File: config.mk
export PLATFORM = sky130hd
export DESIGN_NAME = spi_slave_sync
export DESIGN_NICKNAME = d
export VERILOG_FILES = /design/src/rtl/spi_pkg.sv /design/src/rtl/spi_sync_edge.sv /design/src/rtl/spi_slave_sync.sv
export SDC_FILE = /design/constraint.sdc
export NUM_CORES = 1
export LEC_CHECK = 0
export CAP_MARGIN = 15
export CORE_MARGIN = 8
export CORE_UTILIZATION = 47
export DETAILED_ROUTE_END_ITERATION = 8
export GPL_TIMING_DRIVEN = 1
export PLACE_DENSITY = 0.81
export SYNTH_ARGS = -nofsm -noshare
export SYNTH_HDL_FRONTEND = slang
export SYNTH_HIERARCHICAL = 1
export SYNTH_SLANG_ARGS = --single-unit
File: constraint.sdc
create_clock -name clk -period 2 [get_ports clk]
set_input_delay 0.5 -clock clk [delete_from_list [all_inputs] [get_ports clk]]
set_output_delay 0.5 -clock clk [all_outputs]
set_load 0.01 [all_outputs]
File: src/rtl/spi_pkg.sv
// Shared definitions for the SPI slave: mode encoding, CPOL/CPHA helpers and
// the default filler word sent when no TX data is waiting.
package spi_pkg;

  typedef enum logic [1:0] {
    MODE0 = 2'd0,
    MODE1 = 2'd1,
    MODE2 = 2'd2,
    MODE3 = 2'd3
  } spi_mode_t;

  localparam logic [31:0] DEFAULT_DUMMY = 32'hFFFF_FFFF;

  // CPHA=0 samples on the leading edge, CPHA=1 on the trailing edge.
  function automatic logic lead_is_sample(input logic cpha);
    return ~cpha;
  endfunction

  function automatic logic idle_level(input logic cpol);
    return cpol;
  endfunction

endpackage

File: src/rtl/spi_sync_edge.sv
// Multi-flop synchroniser for one asynchronous pin, with single-clk pulses
// on rising and falling transitions of the synchronised level.
module spi_sync_edge #(
  parameter int   SYNC_STAGES = 2,
  parameter logic IDLE        = 1'b0
) (
  input  logic clk,
  input  logic rst,
  input  logic d_i,
  output logic level_o,
  output logic rise_o,
  output logic fall_o
);

  logic [SYNC_STAGES-1:0] sync_q;
  logic                   prev_q;

  // Reset to the idle level so leaving reset never fakes an edge.
  always_ff @(posedge clk or negedge rst) begin
    if (!rst) begin
      sync_q <= {SYNC_STAGES{IDLE}};
      prev_q <= IDLE;
    end else begin
      sync_q <= {sync_q[SYNC_STAGES-2:0], d_i};
      prev_q <= sync_q[SYNC_STAGES-1];
    end
  end

  assign level_o = sync_q[SYNC_STAGES-1];
  assign rise_o  = level_o & ~prev_q;
  assign fall_o  = ~level_o & prev_q;

endmodule

File: src/rtl/spi_slave_sync.sv
// SPI slave running entirely on the system clock: oversampled SCK/SS/MOSI,
// TX holding register, RX valid/ack handshake and sticky error flags.
module spi_slave_sync
  import spi_pkg::*;
#(
  parameter int               WIDTH       = 8,
  parameter int               CPOL        = 0,
  parameter int               CPHA        = 0,
  parameter int               LSB_FIRST   = 0,
  parameter int               SYNC_STAGES = 2,
  parameter logic [WIDTH-1:0] DUMMY       = WIDTH'(DEFAULT_DUMMY)
) (
  input  logic             clk,
  input  logic             rst,
  input  logic             sck,
  input  logic             ss,
  input  logic             mosi,
  output logic             miso,
  output logic             miso_oe,
  input  logic [WIDTH-1:0] tx_data,
  input  logic             tx_load,
  output logic             tx_empty,
  output logic [WIDTH-1:0] rx_data,
  output logic             rx_valid,
  input  logic             rx_ack,
  output logic             rx_overrun,
  output logic             tx_underrun,
  input  logic             flag_clr,
  output logic             busy
);

  localparam int             CW          = $clog2(WIDTH);
  localparam logic [CW-1:0]  CNT_LAST    = CW'(WIDTH - 1);
  localparam logic           IDLE_SCK    = idle_level(CPOL != 0);
  localparam logic           LEAD_SAMPLE = lead_is_sample(CPHA != 0);

  logic sck_rise, sck_fall, unused_sck_level;
  logic ss_s, ss_rise, ss_fall;
  logic mosi_s, unused_mosi_rise, unused_mosi_fall;

  spi_sync_edge #(.SYNC_STAGES(SYNC_STAGES), .IDLE(IDLE_SCK)) u_sync_sck (
    .clk(clk), .rst(rst), .d_i(sck),
    .level_o(unused_sck_level), .rise_o(sck_rise), .fall_o(sck_fall)
  );

  spi_sync_edge #(.SYNC_STAGES(SYNC_STAGES), .IDLE(1'b1)) u_sync_ss (
    .clk(clk), .rst(rst), .d_i(ss),
    .level_o(ss_s), .rise_o(ss_rise), .fall_o(ss_fall)
  );

  spi_sync_edge #(.SYNC_STAGES(SYNC_STAGES), .IDLE(1'b0)) u_sync_mosi (
    .clk(clk), .rst(rst), .d_i(mosi),
    .level_o(mosi_s), .rise_o(unused_mosi_rise), .fall_o(unused_mosi_fall)
  );

  logic [WIDTH-1:0] tx_shift_q, tx_shift_d;
  logic [WIDTH-1:0] rx_shift_q, rx_shift_d;
  logic [WIDTH-1:0] hold_q, hold_d;
  logic [WIDTH-1:0] rx_data_q, rx_data_d;
  logic [CW-1:0]    cnt_q, cnt_d;
  logic             active_q, active_d;
  logic             first_edge_q, first_edge_d;
  logic             reload_q, reload_d;
  logic             empty_q, empty_d;
  logic             rx_valid_q, rx_valid_d;
  logic             ovr_q, ovr_d;
  logic             und_q, und_d;

  logic             sck_lead, sck_trail, in_frame;
  logic             sample_edge, shift_edge, skip_first;
  logic             word_done, consume;
  logic [WIDTH-1:0] rx_next, tx_word, tx_shifted;

  assign sck_lead    = (CPOL != 0) ? sck_fall : sck_rise;
  assign sck_trail   = (CPOL != 0) ? sck_rise : sck_fall;
  assign in_frame    = ~ss_s & ~ss_fall;
  assign sample_edge = in_frame & (LEAD_SAMPLE ? sck_lead : sck_trail);
  assign shift_edge  = in_frame & (LEAD_SAMPLE ? sck_trail : sck_lead);
  // With CPHA=1 the first bit is already on MISO, so the first leading edge must not shift.
  assign skip_first  = (CPHA != 0) & first_edge_q;
  assign word_done   = sample_edge & (cnt_q == CNT_LAST);
  assign consume     = ss_fall | (shift_edge & ~skip_first & reload_q);
  assign tx_word     = empty_q ? DUMMY : hold_q;

  assign rx_next    = (LSB_FIRST != 0) ? {mosi_s, rx_shift_q[WIDTH-1:1]}
                                       : {rx_shift_q[WIDTH-2:0], mosi_s};
  assign tx_shifted = (LSB_FIRST != 0) ? {1'b0, tx_shift_q[WIDTH-1:1]}
                                       : {tx_shift_q[WIDTH-2:0], 1'b0};

  always_comb begin
    tx_shift_d   = tx_shift_q;
    rx_shift_d   = rx_shift_q;
    rx_data_d    = rx_data_q;
    cnt_d        = cnt_q;
    active_d     = active_q;
    first_edge_d = first_edge_q;
    reload_d     = reload_q;

    if (ss_fall) begin
      cnt_d        = '0;
      first_edge_d = 1'b1;
      active_d     = 1'b1;
      reload_d     = 1'b0;
      tx_shift_d   = tx_word;
    end else if (ss_rise) begin
      cnt_d    = '0;
      reload_d = 1'b0;
      active_d = 1'b0;
    end else begin
      if (sample_edge) begin
        rx_shift_d = rx_next;
        if (word_done) begin
          cnt_d     = '0;
          reload_d  = 1'b1;
          rx_data_d = rx_next;
        end else begin
          cnt_d = cnt_q + CW'(1);
        end
      end
      if (shift_edge) begin
        first_edge_d = 1'b0;
        if (!skip_first) begin
          if (reload_q) begin
            tx_shift_d = tx_word;
            reload_d   = 1'b0;
          end else begin
            tx_shift_d = tx_shifted;
          end
        end
      end
    end
  end

  // A load landing on the consume cycle refills the register the consume just emptied.
  always_comb begin
    hold_d  = hold_q;
    empty_d = empty_q;
    if (consume) begin
      empty_d = 1'b1;
      if (tx_load) begin
        hold_d  = tx_data;
        empty_d = 1'b0;
      end
    end else if (tx_load && empty_q) begin
      hold_d  = tx_data;
      empty_d = 1'b0;
    end
  end

  always_comb begin
    rx_valid_d = rx_valid_q;
    if (word_done) begin
      rx_valid_d = 1'b1;
    end else if (rx_ack) begin
      rx_valid_d = 1'b0;
    end
    ovr_d = (ovr_q & ~flag_clr) | (word_done & rx_valid_q & ~rx_ack);
    und_d = (und_q & ~flag_clr) | (consume & empty_q);
  end

  always_ff @(posedge clk or negedge rst) begin
    if (!rst) begin
      tx_shift_q   <= '0;
      rx_shift_q   <= '0;
      hold_q       <= '0;
      rx_data_q    <= '0;
      cnt_q        <= '0;
      active_q     <= 1'b0;
      first_edge_q <= 1'b0;
      reload_q     <= 1'b0;
      empty_q      <= 1'b1;
      rx_valid_q   <= 1'b0;
      ovr_q        <= 1'b0;
      und_q        <= 1'b0;
    end else begin
      tx_shift_q   <= tx_shift_d;
      rx_shift_q   <= rx_shift_d;
      hold_q       <= hold_d;
      rx_data_q    <= rx_data_d;
      cnt_q        <= cnt_d;
      active_q     <= active_d;
      first_edge_q <= first_edge_d;
      reload_q     <= reload_d;
      empty_q      <= empty_d;
      rx_valid_q   <= rx_valid_d;
      ovr_q        <= ovr_d;
      und_q        <= und_d;
    end
  end

  assign miso        = (LSB_FIRST != 0) ? tx_shift_q[0] : tx_shift_q[WIDTH-1];
  assign miso_oe     = active_q;
  assign busy        = active_q;
  assign tx_empty    = empty_q;
  assign rx_data     = rx_data_q;
  assign rx_valid    = rx_valid_q;
  assign rx_overrun  = ovr_q;
  assign tx_underrun = und_q;

endmodule
Word level (Yosys, flattened, before mapping). Cells that the tools add are included.

$add $sub $neg: 1. Multipliers: 0. Div/mod/pow operators: 0. Magnitude comparators: 0. Equal/unequal tests: 3. Shift operators: 0. Mux-type cells: 25. Bitwise logic cells: 25. Reductions and logical operators: 10.

Operators with widths (number): 8-bit 2-to-1 mux (8); 1-bit bitwise AND (14); 1-bit 2-to-1 mux (13); 3-bit 2-to-1 mux (4); 1-bit inverter (8); 2-bit nonzero test (4); 2-bit AND reduction (2); 4-bit AND reduction (1); 3-bit by 1-bit adder with 3-bit output (second input constant) (1); 3-bit equality test (second input constant) (1); 1-bit bitwise OR (3); 3-bit AND reduction (1); 3-bit nonzero test (1); 2-bit by 1-bit != test with 1-bit output (second input constant) (1); 2-bit != test (second input constant) (1); 1-bit logical AND (1).

Bits in registers: 48. Latch bits: 0. RAM bits: 0. Bits in read-only memories: 0. Input bits: 16. Output and inout port bits: 15. Logic and storage cells: 80. Memories: 0.

Longest topological paths before layout. Gate-level depths: netlist of the first run.

Depth in word-level cells: 12. Mapped depth: 6. Mapped depth without buffers: 5.

By module. Netlist of the first run, hierarchy kept.

By module, submodules not included: spi_slave_sync (instances 1, cells an instance 132, area an instance 1742.9 sq um, sequential area each 1002.2 sq um); spi_sync_edge (u_sync_mosi ...) (instances 2, cells an instance 5, area an instance 90.1 sq um, sequential area each 75.1 sq um); spi_sync_edge (u_sync_ss) (instances 1, cells an instance 5, area an instance 93.8 sq um, sequential area each 78.8 sq um).

Worst setup path after synthesis of the first run. Ideal clock, no wire load.

Path kind: register to register. From: reg u_sync_ss.sync_q[1]. To: reg rx_shift_q[0]. Setup time: 0.125 ns. Arrival time: 1.799 ns. Required time: 1.875 ns. Slack: 0.076 ns. Cell stages (with the launch flop): 5. Path buffers: 1. Clock period less this slack: 1.924 ns. Cell sequence: dfstp_2 and2b_2 buf_2 nor4b_4 mux2_2.

Cells in the longest elaborated chain, start to end: 6. Elaborated cells between the ends (all ways): 8. Those cells by class: 7 x bitwise; 1 x reduce/logical.

RTL lines: start, declared (RTL line spi_sync_edge.sv:15) `logic [SYNC_STAGES-1:0] sync_q;`; start signal, assigned (RTL line spi_sync_edge.sv:21) `sync_q <= {SYNC_STAGES{IDLE}};`; start signal, assigned (RTL line spi_sync_edge.sv:24) `sync_q <= {sync_q[SYNC_STAGES-2:0], d_i};`; 1-bit inverter (RTL line spi_sync_edge.sv:31, spi_slave_sync.sv:76); 1-bit bitwise AND (RTL line spi_sync_edge.sv:31) `assign fall_o = ~level_o & prev_q;`; 1-bit inverter (no source line); 1-bit bitwise AND (RTL line spi_slave_sync.sv:76) `assign in_frame = ~ss_s & ~ss_fall;`; 1-bit bitwise AND (RTL line spi_slave_sync.sv:77) `assign sample_edge = in_frame & (LEAD_SAMPLE ? sck_lead : sck_trail);`; 3-bit AND reduction (no source line) *; end signal, assigned (RTL line spi_slave_sync.sv:177) `rx_shift_q <= rx_shift_d;`; end, declared (RTL line spi_slave_sync.sv:57) `logic [WIDTH-1:0] rx_shift_q, rx_shift_d;`.

Mark *: on every way between the ends. The rest lies on a longest branch, timed or not. A chain may end at the register's enable or synchronous reset.

Worst setup path in the final report of the first run.
From: reg u_sync_ss.sync_q[1]. To: reg tx_shift_q[3].

Cells in the longest elaborated chain, start to end: 7. Elaborated cells between the ends (all ways): 10. Those cells by class: 1 x eq/ne; 1 x mux; 6 x bitwise; 2 x reduce/logical.

RTL lines: 1-bit inverter (RTL line spi_sync_edge.sv:31, spi_slave_sync.sv:76); 1-bit bitwise AND (RTL line spi_sync_edge.sv:31); 1-bit inverter (no source line); 1-bit bitwise AND (RTL line spi_slave_sync.sv:76); 1-bit bitwise AND (RTL line spi_slave_sync.sv:78) `assign shift_edge = in_frame & (LEAD_SAMPLE ? sck_trail : sck_lead);`; 2-bit nonzero test (no source line); 2-bit AND reduction (no source line); end signal, assigned (RTL line spi_slave_sync.sv:176) `tx_shift_q <= tx_shift_d;`; end, declared (RTL line spi_slave_sync.sv:56) `logic [WIDTH-1:0] tx_shift_q, tx_shift_d;`.

Several ways; a longest one is shown, not always the timed one.

==> results.ini, run 1 <==
[critical_path]
reg2reg_depth = 5
startpoint = u_sync_ss/sync_q[1]$_DFF_PN1_
slowest_delay_ns = 0.62
path_class = flop to flop
worstReg2RegStart = u_sync_ss/sync_q[1]$_DFF_PN1_
crit_end = tx_shift_q[3]$_DFFE_PN0P_
crit_required_ns = 2.24
reg2reg_slack_ns = 0.11
cp.buffers_inverters = 1
worstSetupPathDepth = 5
cp_top_family = simple AND/OR/NAND/NOR gates
crit_slowest_cell = dfstp_2
cp-start-kind = flop
crit_path_end_kind = flop
cp_max_fo = 12
path_cells = and2b_2 > buf_4 > or2_2 > a21oi_1 > mux2_2
arrival_ns = 2.13
r2r_end = tx_shift_q[3]$_DFFE_PN0P_

[clock_network]
h-tree-depth = 2
clockRootBuffer = clkbuf_8
cts_sinks = 48
cts_tree = done
cts_buffers = 5
clk_pin_slew_ns = 0.08
hold_buffers = 0
clk-insertion-delay-late_ns = 0.30
cts_buffer_depth = 2

[die]
io_pins = 31
fp.dieH_um = 80.9
die-area_um2 = 6540
std_cell_rows = 23
initial_core_util = 0.491
die_x_um = 80.9
coreArea_um2 = 4030

[power]
seq_power_share = 0.571
vdd_drop_max_v = 0.000646
p_switching_uw = 512
p_leak_nw = 1.11
p_int_mw = 1.62
sw_frac_of_total = 0.241
fin_total_pwr_mw = 2.13
clkPwrFrac = 0.267
p_per_area_nw_per_um2 = 874
combPwrFrac = 0.162

[route]
vias_per_cell = 5.20
drt-total-wl_um = 3560
drc = 0
wl_per_cell_um = 15.4
first_pass_iters = 4
via_count = 1201
ant_nets = 0
drt_iter0_drc = 81

[timing]
drv_slew = 0
tns_ns = 0
setup_viol = 0
fin_skew_ns = 0.00633
finalCritPeriodShare = 0.944
relSlewSlack = 0.614
finalHoldViolations = 0
rsz0062_at_grt = no
worst_slew_pin_slew_ns = 0.579
period_needed_ns = 1.89
max_freq_mhz = 530

[cells_and_area]
diodes = 0
drive_above_1_share = 0.309
layoutNonFillerInstCount = 231
fin_nets = 198
syn_to_final_growth_pct = 23.2

[synth]
synth.avg_cell_area_um2 = 13.7
syn_area_um2 = 1980
ys.warnings.count = 6
syn_inst = 144
synth_nets = 162

[placed_design]
dp_cells = 222
hpwlAfterDp_um = 2590
gp_congestion = 0.805
portBuffers = 30

[status]
status = finished, final reports clean

[grt]
grt_pass1_vias = 1314
antenna_found_initial = 0
grt_use_total = 0.122
grt_max_degree = 49
grt_overflow_total = 0
grt_pass1_wl_um = 6070

[worst_hold_path]
hold_class = input pin to asynchronous set/reset pin

[job]
max-cap-violations = 0

[per-stage QoR]
| stage | area [um^2] | util | setup slack [ns] | hold WS [ns] |
|---|---|---|---|---|
| detailed placement | 2340 | 0.580 | 0.0496 | 0.340 |
| finish | 2440 | 0.605 | 0.112 | 0.294 |
| CTS | 2440 | 0.605 | 0.0333 | 0.295 |
| global placement | 2340 | 0.580 | 0.113 | 0.332 |
| floorplan | 1980 | - | 0.0762 | 0.204 |
| global route | 2440 | 0.605 | 0.00143 | 0.340 |
[power by group through the flow]
stage               registers [mW]  clock network (mW)  logic (mW)
global route                  1.24               0.624       0.388
floorplan                     1.21                   0       0.222
CTS                           1.22               0.602       0.351
finish                        1.22               0.567       0.345
detailed placement            1.24                   0       0.344
global placement              1.23                   0       0.326
[worst reg2reg max path, cell delays in order, from the launching register on]
cell	delay [ns]
dfstp_2	0.62
and2b_2	0.33
buf_4	0.20
or2_2	0.38
a21oi_1	0.15
mux2_2	0.15
[worst min-delay path by stage]
stage / from / end / depth (start not counted)
floorplan: rst / busy$_DFFE_PN0P_ / 0
global placement: u_sync_sck/sync_q[0]$_DFF_PN0_ / u_sync_sck/sync_q[1]$_DFF_PN0_ / 0
detailed placement: u_sync_sck/sync_q[0]$_DFF_PN0_ / u_sync_sck/sync_q[1]$_DFF_PN0_ / 0
CTS: rst / hold_q[5]$_DFFE_PN0P_ / 2
global route: rst / u_sync_mosi/sync_q[1]$_DFF_PN0_ / 2
finish: rst / rx_data[4]$_DFFE_PN0P_ / 2
[cells in the final DEF (no fill, tap or decap), drive strengths merged, types with 5 or more instances in the layout]
cell type,instances
mux2,30
dfrtp,44
nor2,9
clkbuf,8
clkdlybuf4s50,29
buf,7
inv,5
a21oi,8
nor3,10
[cell type report]
class	instances	area, um^2
clock buffer	8	90.1
fill	307	1590
inverter	5	18.8
multi-input combinational	84	718
sequential	48	1210
tap	50	62.6
timing repair buffer	36	340
[state kept, by name, indices dropped and copies added, names as in the netlist]
register            count
busy                    1
cnt_q                   3
hold_q                  8
reload_q                1
rx_data                 8
rx_overrun              1
rx_shift_q              7
rx_valid                1
tx_empty                1
tx_shift_q              8
tx_underrun             1
u_sync_mosi/sync_q      2
u_sync_sck/prev_q       1
u_sync_sck/sync_q       2
u_sync_ss/prev_q        1
u_sync_ss/sync_q        2
[metal layers]
| layer | up-vias | track usage | share of wire |
|---|---|---|---|
| met1 | 598 | 0.134 | 0.42 |
| met2 | 22 | 0.203 | 0.52 |
| met5 | - | 0 | 0 |
| met4 | 0 | 0.0679 | 0.020 |
| met3 | 6 | 0.0419 | 0.048 |
| li1 | 575 | - | - |
[what timing repair did]
action,in CTS,in global routing
buffers inserted,1,0
endpoints found under the setup margin,1,9
pin swaps,0,1
gates resized for setup,0,1
Note: power is estimated with default switching activity, not from simulation.
==> run 2, diff against run 1 <==
REMOVE_ABC_BUFFERS = 1   (was default)
SKIP_CTS_REPAIR_TIMING = 1   (was default)
==> run 2 against run 1 <==
Against the previous run: final cell count up 0.43%; sequential power about the same; routed wire length is 10% higher; count of clock-buffer cells in the layout fell by 3; clock power grew 23%; combinational power rose by 3%.
==> results.ini, run 2 (synthesis gave the netlist of run 1 again) <==
[die]
coreArea_um2 = 4030  ; unchanged
die_x_um = 80.9  ; unchanged
io_pins = 31  ; unchanged
initial_core_util = 0.491  ; unchanged
die-area_um2 = 6540  ; unchanged
fp.dieH_um = 80.9  ; unchanged
std_cell_rows = 23  ; unchanged

[timing]
fin_skew_ns = 0.00384  ; was 0.00633 ns
finalHoldWorstSlack_ns = 0.184  ; was 0.294 ns
rsz0062_at_grt = no  ; unchanged
finalCritPeriodShare = 0.954  ; was 0.944
period_needed_ns = 1.91  ; was 1.89 ns
finalHoldViolations = 0  ; unchanged
drv_slew = 0  ; unchanged
tns_ns = 0  ; unchanged
worst_slew_pin_slew_ns = 0.559  ; was 0.579 ns
max_freq_mhz = 524  ; was 530 MHz
setup_viol = 0  ; unchanged
relSlewSlack = 0.627  ; was 0.614

[route]
vias_per_cell = 5.31  ; was 5.20
ant_nets = 0  ; unchanged
drc = 0  ; unchanged
first_pass_iters = 4  ; unchanged
wl_per_cell_um = 16.9  ; was 15.4 um
via_count = 1232  ; was 1201
drt-total-wl_um = 3930  ; was 3560 um
drt_iter0_drc = 85  ; was 81

[critical_path]
crit_slowest_cell = dfstp_2  ; unchanged
cp_top_family = flip-flops  ; was simple AND/OR/NAND/NOR gates
cp_max_fo = 11  ; was 12
slowest_delay_ns = 0.54  ; was 0.62 ns
path_class = flop to flop  ; unchanged
cp.buffers_inverters = 0  ; was 1
path_cells = and2b_2 > o31ai_4 > mux2_2  ; was and2b_2 > buf_4 > or2_2 > a21oi_1 > mux2_2
crit_required_ns = 2.18  ; was 2.24 ns
cp-start-kind = flop  ; unchanged
crit_path_end_kind = flop  ; unchanged
arrival_ns = 2.09  ; was 2.13 ns

[power]
vdd_drop_max_v = 0.000548  ; was 0.000646 V
p_leak_nw = 1.12  ; was 1.11 nW
p_per_area_nw_per_um2 = 918  ; was 874 nW/um^2

[grt]
grt_pass1_vias = 1383  ; was 1314
grt_max_degree = 26  ; was 49
grt_overflow_total = 0  ; unchanged
grt_use_total = 0.132  ; was 0.122
grt_pass1_wl_um = 6600  ; was 6070 um
antenna_found_initial = 0  ; unchanged

[worst_hold_path]
hold_class = input pin to asynchronous set/reset pin  ; unchanged

[cells_and_area]
n_fill_cell = 317  ; was 307
fin_nets = 199  ; was 198
mostFrequentLayoutCell = dfrtp_1  ; unchanged
drive_above_1_share = 0.324  ; was 0.309
diodes = 0  ; unchanged
layout_common_cells = dfrtp_1, mux2_2, clkdlybuf4s50_1  ; unchanged
syn_to_final_growth_pct = 25.3  ; was 23.2%

[clock_network]
cts_buffers = 5  ; unchanged
cts_sinks = 48  ; unchanged
clk-insertion-delay-late_ns = 0.30  ; about the same
clk_pin_slew_ns = 0.09  ; was 0.08 ns
h-tree-depth = 2  ; unchanged
cts_buffer_depth = 2  ; unchanged
cts_tree = done  ; unchanged
clockRootBuffer = clkbuf_8  ; unchanged

[placed_design]
portBuffers = 30  ; unchanged
gp_congestion = 0.784  ; was 0.805
hpwlAfterDp_um = 2900  ; was 2590 um

[job]
max-cap-violations = 0  ; unchanged

[status]
status = finished, final reports clean  ; unchanged

==> run 2: cell types whose count changed in the layout (fill, tap and decap cells not counted) <==
cell / previous run / this run
a21oi_2: 1 / 0
a21oi_4: 0 / 1
buf_4: 6 / 7
bufinv_16: 0 / 1
clkbuf_1: 2 / 0
clkbuf_8: 6 / 5
clkinvlp_4: 0 / 1
inv_6: 0 / 1
o21ai_0: 3 / 4
o21ai_1: 1 / 0
==> run 2: final timing paths <==
check / slack [ns] / start / end / cells after the start
worst max register to register: 0.09 / u_sync_ss/sync_q[1]$_DFF_PN1_ / hold_q[1]$_DFFE_PN0P_ / 3
worst min-delay path: 0.18 / rst / hold_q[2]$_DFFE_PN0P_ / 1
worst max-delay path: 0.09 / u_sync_ss/sync_q[1]$_DFF_PN1_ / hold_q[1]$_DFFE_PN0P_ / 3
worst min register to register: 0.36 / u_sync_mosi/sync_q[0]$_DFF_PN0_ / u_sync_mosi/sync_q[1]$_DFF_PN0_ / 0
max in group asynchronous: 1.15 / rst / u_sync_ss/sync_q[0]$_DFF_PN1_ / 2
min in group clk: 0.36 / u_sync_mosi/sync_q[0]$_DFF_PN0_ / u_sync_mosi/sync_q[1]$_DFF_PN0_ / 0
==> run 2: layout make-up <==
type | instances | area (um^2) | share of cell area
timing repair buffer | 37 | 348 | 0.140
multi-input combinational | 84 | 726 | 0.293
inverter | 5 | 18.8 | 0.00758
clock buffer | 5 | 68.8 | 0.0278
sequential | 48 | 1210 | 0.487
tap | 50 | 62.6 | 0.0253
clock inverter | 3 | 46.3 | 0.0187
==> run 2: metal layers <==
metal | track usage | share of wire
met5 | 0 | 0
met4 | 0.0750 | 0.031
met3 | 0.0497 | 0.063
met2 | 0.214 | 0.50
met1 | 0.145 | 0.41
==> run 2: metrics by stage <==
step	power (mW)	utilization	cell area, um^2	setup slack (ns)	cells
floorplan	1.43	-	1940	0.0285	137
global placement	1.56	0.584	2350	0.169	224
detailed placement	1.59	0.584	2350	0.0894	224
CTS	2.29	0.613	2470	0.0875	232
global route	2.38	0.615	2480	0.0405	232
finish	2.27	0.615	2480	0.0916	232
==> run 2: report_power, final <==
part	switching, mW	total (mW)	internal (mW)
combinational	0.144	0.355	0.210
sequential	0.0924	1.22	1.13
clock	0.324	0.700	0.376
==> run 3, diff against run 2 <==
CTS_CLUSTER_DIAMETER = 200   (was default)
==> results of run 3 <==
Final layout, timing and power as in run 2 (identical DEF).
